<file path="src/rtl/reorder_buffer.sv">
// rtl/reorder_buffer.sv - circular in-order commit buffer with CDB capture and mispredict flush
module reorder_buffer #(
    parameter int ROB_DEPTH = 16,
    parameter int ROB_IDX_W = 4
) (
    input  logic                 clk,
    input  logic                 rst,
    input  logic                 rdy,
    input  logic                 issue_valid,
    input  logic                 issue_has_rd,
    input  logic [4:0]           issue_rd_index,
    input  logic                 issue_is_branch,
    input  logic                 issue_pred_taken,
    output logic [ROB_IDX_W-1:0] issue_rename,
    output logic                 rob_full,
    input  logic                 cdb_valid,
    input  logic [ROB_IDX_W-1:0] cdb_rename,
    input  logic [31:0]          cdb_value,
    input  logic                 cdb_taken,
    input  logic [31:0]          cdb_target,
    input  logic [ROB_IDX_W-1:0] query1_rename,
    input  logic [ROB_IDX_W-1:0] query2_rename,
    output logic                 query1_ready,
    output logic                 query2_ready,
    output logic [31:0]          query1_value,
    output logic [31:0]          query2_value,
    output logic                 rob_enable,
    output logic [4:0]           rob_commit_index,
    output logic [ROB_IDX_W-1:0] rob_commit_rename,
    output logic [31:0]          rob_commit_value,
    output logic                 jump_wrong,
    output logic [31:0]          jump_pc
);

    logic [ROB_DEPTH-1:0] busy_q, ready_q, has_rd_q, is_branch_q, pred_q, taken_q;
    logic [4:0]           rd_q     [ROB_DEPTH];
    logic [31:0]          value_q  [ROB_DEPTH];
    logic [31:0]          target_q [ROB_DEPTH];
    logic [ROB_IDX_W-1:0] head_q, tail_q;
    logic [ROB_IDX_W:0]   count_q;

    logic                 rob_enable_q, jump_wrong_q;
    logic [4:0]           commit_index_q;
    logic [ROB_IDX_W-1:0] commit_rename_q;
    logic [31:0]          commit_value_q, jump_pc_q;

    logic issue_fire, wb_fire, commit_fire, mispredict;

    assign rob_full     = (count_q == (ROB_IDX_W+1)'(ROB_DEPTH));
    assign issue_rename = tail_q;

    assign issue_fire  = rdy && issue_valid && !rob_full && !jump_wrong_q;
    assign wb_fire     = rdy && cdb_valid && !jump_wrong_q && busy_q[cdb_rename];
    assign commit_fire = rdy && !jump_wrong_q && (count_q != '0)
                         && busy_q[head_q] && ready_q[head_q];
    assign mispredict  = commit_fire && is_branch_q[head_q]
                         && (taken_q[head_q] != pred_q[head_q]);

    // Stored result wins; otherwise forward a same-cycle CDB broadcast.
    assign query1_ready = ready_q[query1_rename] || (cdb_valid && cdb_rename == query1_rename);
    assign query2_ready = ready_q[query2_rename] || (cdb_valid && cdb_rename == query2_rename);
    assign query1_value = ready_q[query1_rename] ? value_q[query1_rename] :
                          (cdb_valid && cdb_rename == query1_rename) ? cdb_value : 32'd0;
    assign query2_value = ready_q[query2_rename] ? value_q[query2_rename] :
                          (cdb_valid && cdb_rename == query2_rename) ? cdb_value : 32'd0;

    assign rob_enable        = rob_enable_q;
    assign rob_commit_index  = commit_index_q;
    assign rob_commit_rename = commit_rename_q;
    assign rob_commit_value  = commit_value_q;
    assign jump_wrong        = jump_wrong_q;
    assign jump_pc           = jump_pc_q;

    always_ff @(posedge clk or negedge rst) begin
        if (!rst) begin
            busy_q          <= '0;
            ready_q         <= '0;
            has_rd_q        <= '0;
            is_branch_q     <= '0;
            pred_q          <= '0;
            taken_q         <= '0;
            for (int i = 0; i < ROB_DEPTH; i++) begin
                rd_q[i]     <= '0;
                value_q[i]  <= '0;
                target_q[i] <= '0;
            end
            head_q          <= '0;
            tail_q          <= '0;
            count_q         <= '0;
            rob_enable_q    <= 1'b0;
            jump_wrong_q    <= 1'b0;
            commit_index_q  <= '0;
            commit_rename_q <= '0;
            commit_value_q  <= '0;
            jump_pc_q       <= '0;
        end else if (jump_wrong_q) begin
            // Flush proceeds even when frozen so wrong-path entries never survive.
            busy_q       <= '0;
            ready_q      <= '0;
            head_q       <= '0;
            tail_q       <= '0;
            count_q      <= '0;
            rob_enable_q <= 1'b0;
            jump_wrong_q <= 1'b0;
        end else if (!rdy) begin
            rob_enable_q <= 1'b0;
            jump_wrong_q <= 1'b0;
        end else begin
            if (wb_fire) begin
                ready_q[cdb_rename]  <= 1'b1;
                value_q[cdb_rename]  <= cdb_value;
                taken_q[cdb_rename]  <= cdb_taken;
                target_q[cdb_rename] <= cdb_target;
            end
            if (issue_fire) begin
                busy_q[tail_q]      <= 1'b1;
                ready_q[tail_q]     <= 1'b0;
                has_rd_q[tail_q]    <= issue_has_rd;
                rd_q[tail_q]        <= issue_rd_index;
                is_branch_q[tail_q] <= issue_is_branch;
                pred_q[tail_q]      <= issue_pred_taken;
                tail_q              <= tail_q + 1'b1;
            end
            rob_enable_q <= commit_fire && has_rd_q[head_q];
            jump_wrong_q <= mispredict;
            if (commit_fire) begin
                busy_q[head_q]  <= 1'b0;
                head_q          <= head_q + 1'b1;
                commit_index_q  <= rd_q[head_q];
                commit_rename_q <= head_q;
                commit_value_q  <= value_q[head_q];
            end
            if (mispredict)
                jump_pc_q <= target_q[head_q];
            if (issue_fire && !commit_fire)
                count_q <= count_q + 1'b1;
            else if (!issue_fire && commit_fire)
                count_q <= count_q - 1'b1;
        end
    end

endmodule

</file>
<file path="config.mk">
export PLATFORM = sky130hd
export DESIGN_NAME = reorder_buffer
export DESIGN_NICKNAME = d
export VERILOG_FILES = /design/src/rtl/reorder_buffer.sv
export SDC_FILE = /design/constraint.sdc
export NUM_CORES = 2
export LEC_CHECK = 0
export CAP_MARGIN = 30
export CORE_AREA = 2 2 348 350
export CTS_CLUSTER_DIAMETER = 50
export DETAILED_ROUTE_END_ITERATION = 12
export DIE_AREA = 0 0 350 352
export PLACE_DENSITY = 0.8
export SYNTH_ARGS = -nofsm -noshare
export SYNTH_HDL_FRONTEND = slang
export SYNTH_SLANG_ARGS = --single-unit
export TNS_END_PERCENT = 10
</file>
<file path="constraint.sdc">
create_clock -name clk -period 3.5 [get_ports clk]
set_input_delay 0.35 -clock clk [delete_from_list [all_inputs] [get_ports clk]]
set_output_delay 0.35 -clock clk [all_outputs]
set_load 0.02 [all_outputs]
</file>
# Word level (Yosys, flattened, before mapping)
# Index checks and enable logic that the tools add are counted.
# word_totals
wordCells	218
ff_bits	1288
# op_classes
bitwise_logic	12
addsub	4
eq_ne	4
mux	80
reduce_logical	40
n_lt_le_gt_ge	15
# op_table
operator	count
bitwise mux 512 bit	2
binary-select mux 32 bit (select 4 bit)	4
two-way mux 32 bit	13
two-way mux 16 bit	12
demux 32 bit (select 4 bit)	1
bitwise mux 80 bit	1
bitwise mux 16 bit	4
binary-select mux 1 bit (select 4 bit)	9
two-way mux 5 bit	7
AND 16 bit	2
NOT 16 bit	2
bitwise OR 16 bit	2
greater-or-equal comparator 5 bit, second input constant	5
less-than comparator 4 x 5 -> 1 bit, second input constant	5
NOT 4 -> 5 bit	5
two-way mux 4 bit	6
logical AND 1 bit	22
binary-select mux 5 bit (select 4 bit)	1
demux 5 bit (select 4 bit)	1
two-way mux 1 bit	16
demux 1 bit (select 4 bit)	3
greater-or-equal comparator 4 x 1 -> 1 bit, second input constant	3
AND reduction 3 bit	4
less-than comparator 5 x 1 -> 1 bit, second input constant	2
13 further kinds	23

# Logic depth before layout (Yosys ltp)
# logic_depth
ltp_word	12
ltp_mapped	16

# Worst setup path after synthesis
# No wires, ideal clock.
# synth_timing
path_kind	reg2reg
from	register head_q[1]
to	register count_q[4]
t_arrival_ns	3.576
required_time_ns	3.372
slack_ns	-0.204
stages_incl_launch_ff	16
path_buffers	3
setup_ns	0.128
synth_period_minus_slack_ns	3.704
path_cell_list	dfrtp_1 > buf_4 > clkbuf_1 > mux4_2 > nand2_1 > nand4_1 > nand2_4 > clkbuf_1 > nand3_1 > fa_1 > a21o_1 > a21o_1 > a21oi_1 > nand2_1 > mux2i_1 > o22ai_1
# synth_between
elab_chain_cells	9
elab_cells_between_ends	14
classes_between	7 x mux; 7 x reduce/logical
# synth_rtl
item	line_no	rtl
start: declaration	39	logic [ROB_IDX_W-1:0] head_q, tail_q;
start signal: assignment	128	head_q <= head_q + 1'b1;
binary-select mux 1 bit (select 4 bit)	55	&& busy_q[head_q] && ready_q[head_q];
two-way mux 1 bit (implied by the code)	55	
logical AND 1 bit	55	
logical AND 1 bit *	55	
logical NOT 1 bit	135	if (issue_fire && !commit_fire)
logical AND 1 bit	135	
two-way mux 5 bit	135	
two-way mux 5 bit	105	end else if (!rdy) begin
two-way mux 5 bit	96	end else if (jump_wrong_q) begin
end signal: assignment	136	count_q <= count_q + 1'b1;
end signal: assignment	138	count_q <= count_q - 1'b1;
end: declaration	40	logic [ROB_IDX_W:0] count_q;
# Every way passes the cells marked *; elsewhere a longest branch is shown, timed or not. The select of a mux whose other input is x is not followed.
# A chain may end at the register's enable or synchronous reset.

# Worst setup path after layout
# layout_timing
from	register ready_q[12]
to	output query1_value[19]
# layout_between
elab_chain_cells	3
# layout_rtl
item	line_no	rtl
start: declaration	35	logic [ROB_DEPTH-1:0] busy_q, ready_q, has_rd_q, is_branch_q, pred_q, taken_q;
start signal: assignment	77	ready_q <= '0;
start signal: assignment	99	ready_q <= '0;
start signal: indexed assignment	110	ready_q[cdb_rename] <= 1'b1;
binary-select mux 1 bit (select 4 bit)	62	assign query1_value = ready_q[query1_rename] ? value_q[query1_rename] :
two-way mux 1 bit (implied by the code)	62	
two-way mux 32 bit	62	
end: declaration	25	output logic [31:0] query1_value,
# Every way passes these cells. The select of a mux whose other input is x is not followed.

==> results.tsv <==
stage	metric	value	unit
run_status	status	finished with violations	
run_status	failing checks	negative setup slack	
sta	final setup TNS	-219	ps
pwr	Seq pwr share	47.1	%
global_routing	global-route wire length before repair	275000	µm
layout	Layout Nets	4484	
sta	post-route clock period utilization	102	%
layout	final instance area	76500	µm²
die	Starting Density	55.6	%
global_routing	largest net degree at the start of global routing	152	
pwr	pwr/cell area	413	nW/µm²
pwr	internal power	24.5	mW
worst_hold_path	Min-Delay Path Class	input port to async pin	
sta	Max Slew Vio Count	0	
die	IO Pins	236	
global_routing	grt ovf	0	
sta	worst setup margin	-59.4	ps
route	post-detailed-route count of antenna-violating nets	0	
logic_synthesis	Post-Synthesis Cell Area	66300	µm²
setup_path	crit-path max FO	13	
placement	Placed Instance Area	71600	µm²
sta	measured slew at the worst slew-check pin	981	ps
placement	HPWL after detailed placement	104000	µm
sta	final setup fails	6	
pwr	Net Sw Power	7.11	mW
pwr	Comb power frac	3.9	%
global_routing	initial antenna violation count	17	
logic_synthesis	post-synthesis async set-or-reset flop share	100	%
sta	unrepaired setup endpoints after global routing	yes	
route	via count	41200	
setup_path	CP required	3150	ps
sta	f_max	0.281	GHz
logic_synthesis	post-synthesis cell count	4242	
setup_path	CP startpoint kind	register	
placement	dpl ws	-37.6	ps
die	DIE AREA	123000	µm²
layout	layout cells sized above 1	54.6	%
die	Core Region	119000	µm²
sta	WHS	182	ps
logic_synthesis	Primary FF master, synth	dfrtp_1	
setup_path	critical path endpoint category	primary output	
clock_tree	CTS tree	done	
pwr	leakage	36.0	nW
route	WL final	179000	µm
placement	quantity of I/O buffers inserted on ports	235	
layout	Layout Cells excl Fill	6109	
sta	Worst Skew	23.0	ps
clock_tree	clk sink count	1288	
route	initial DRC count	4148	
setup_path	crit path DAT	3210	ps
logic_synthesis	synthesized flop and latch total	1288	
logic_synthesis	number of synthesized flops with an enable pin	0	
clock_tree	CTS Buf Count	145	
route	Wirelength per Cell	29.4	µm
clock_tree	Clock transition at path regs	60	ps
pwr	Total Power	31.6	mW
clock_tree	CTS root buffer	clkbuf_16	
clock_tree	later-pin clock latency in the skew report	750	ps
clock_tree	clock tree buffer depth	3	
placement	Post-Place Cells	5836	
sta	Tmin final	3560	ps
setup_path	critical path class	register to primary output	
layout	FILL cells	8233	
layout	Util after Layout	64.1	%
logic_synthesis	Syn Nets	4344	
sta	Final Hold Fails	0	
die	die width	350	µm
route	First-pass DRT Iterations	6	
logic_synthesis	sequential fraction of the synthesis area	48.6	%
pwr	Net Sw Frac	22.5	%
sta	Slew headroom	34.6	%
placement	GP Congestion	0.852	
die	row cnt	127	
route	vias per inst	6.74	
setup_path	Reg2Reg Depth	13	
logic_synthesis	syn avg cell area	15.6	µm²
route	drt drc	0	
die	Die Y	352	µm
global_routing	GRT Util Overall	29.7	%
clock_tree	H-tree depth	4	
layout	Layout area overhead	15.3	%
global_routing	vias in the first global route	43200	
logic_synthesis	Distinct cells, synth	49	
logic_synthesis	synth warn	0	
pwr	Worst IR Drop VDD	473	µV
pwr	clock network fraction of total power	49.0	%
flow_run	MaxCap Viol Count	0	
[state kept, by name (all words and copies together), names as in the netlist]
signal,count
pred_q,16
has_rd_q,16
issue_rename,4
rob_commit_value,32
busy_q,16
count_q,5
rob_commit_rename,4
jump_wrong,1
jump_pc,32
value_q,512
ready_q,16
target_q,512
rd_q,80
taken_q,16
rob_commit_index,5
head_q,4
rob_enable,1
is_branch_q,16
[cell usage after synthesis (10+ instances only)]
master / count / area share, %
a21o_1: 21 / 0.24
a21oi_1: 24 / 0.18
a31oi_1: 13 / 0.12
buf_1: 74 / 0.42
buf_2: 31 / 0.23
clkbuf_1: 338 / 1.9
dfrtp_1: 1288 / 49
ha_1: 11 / 0.21
mux2_2: 1190 / 20
mux4_2: 702 / 24
nand2_1: 307 / 1.7
nand3_1: 15 / 0.11
nor2_1: 23 / 0.13
o21ai_0: 82 / 0.62
o31ai_1: 10 / 0.11
[kinds of logic after synthesis]
kind of cell / count (synthesis) / synth area share, %
and+or+nand+nor: 395 / 2.47
xor gates and xnor gates: 16 / 0.211
buffers and inverters: 456 / 2.68
AOI/OAI and AO/OA: 172 / 1.61
DFF: 1288 / 48.6
muxes: 1903 / 44.2
adders and majority gates: 12 / 0.238
[power by group through the flow]
stage / registers [mW] / logic [mW] / clock network, mW
after global routing: 14.9 / 1.34 / 16.3
after CTS: 14.9 / 1.24 / 15.7
after global placement: 15.2 / 1.23 / 0
after floorplan: 15.2 / 0.499 / 0
final: 14.9 / 1.22 / 15.5
after detailed placement: 15.2 / 1.24 / 0
[final timing paths]
kind	from	end	slack [ps]
worst max-delay path	ready_q[12]	query1_value[19]	-60
worst min-delay path	rst	rd_q[1]	180
worst max register to register	head_q[1]	count_q[4]	150
worst min register to register	rob_commit_value[16]	rob_commit_value[16]	470
max in group asynchronous	rst	value_q[431]	2120
min in group clk	rob_commit_value[16]	rob_commit_value[16]	470
[final cells by class]
type	instances	area (µm²)	share of cell area, %
multi-input combinational	2498	32600	42.6
sequential	1288	32200	42.2
timing repair buffer	441	4700	6.14
clock buffer	197	4240	5.55
tap	1612	2020	2.64
clock inverter	57	636	0.831
inverter	8	30.0	0.0393
antenna	8	20.0	0.0262
[metal layers]
layer	global-route usage, %	vias up	wire length [µm]
met5	0	-	114
met4	12.9	16	7560
met3	6.89	467	15300
met2	46.5	1959	86700
met1	40.2	22200	69700
li1	-	16600	-
[critical path: stages, from the launching register on]
cell     delay (ps)
dfrtp_1         430
mux4_2          470
mux4_4          700
buf_12          210
buf_4           180
o21ai_2         170
buf_4           150
buf_4           130
[layout by cell type, fill, tap and decap left out, types with 8 or more instances in the layout]
master,count
nand2_1,290
diode_2,8
a21o_1,21
buf_12,77
a21oi_1,24
nor3_1,8
clkbuf_16,154
ha_1,11
clkbuf_8,27
o21ai_0,54
buf_2,35
inv_1,8
nand3_1,10
mux4_2,700
o31ai_1,9
xor2_1,9
o21ai_1,23
bufinv_16,10
clkbuf_1,18
inv_6,8
a31oi_1,13
buf_4,142
mux2i_1,8
nand2_4,13
clkinvlp_4,9
clkinv_2,22
clkdlybuf4s50_1,160
nor2_1,22
dfrtp_1,1284
mux2_2,1190
[repair_timing]
action	in CTS	in global routing
gates cloned	0	1
gates resized for setup	282	49
hold buffers	1	0
buffers inserted	7	2
setup endpoints to repair	66	56
pin swaps	0	2
hold endpoints to repair	111	0
Note: power is estimated with default switching activity, not from simulation.
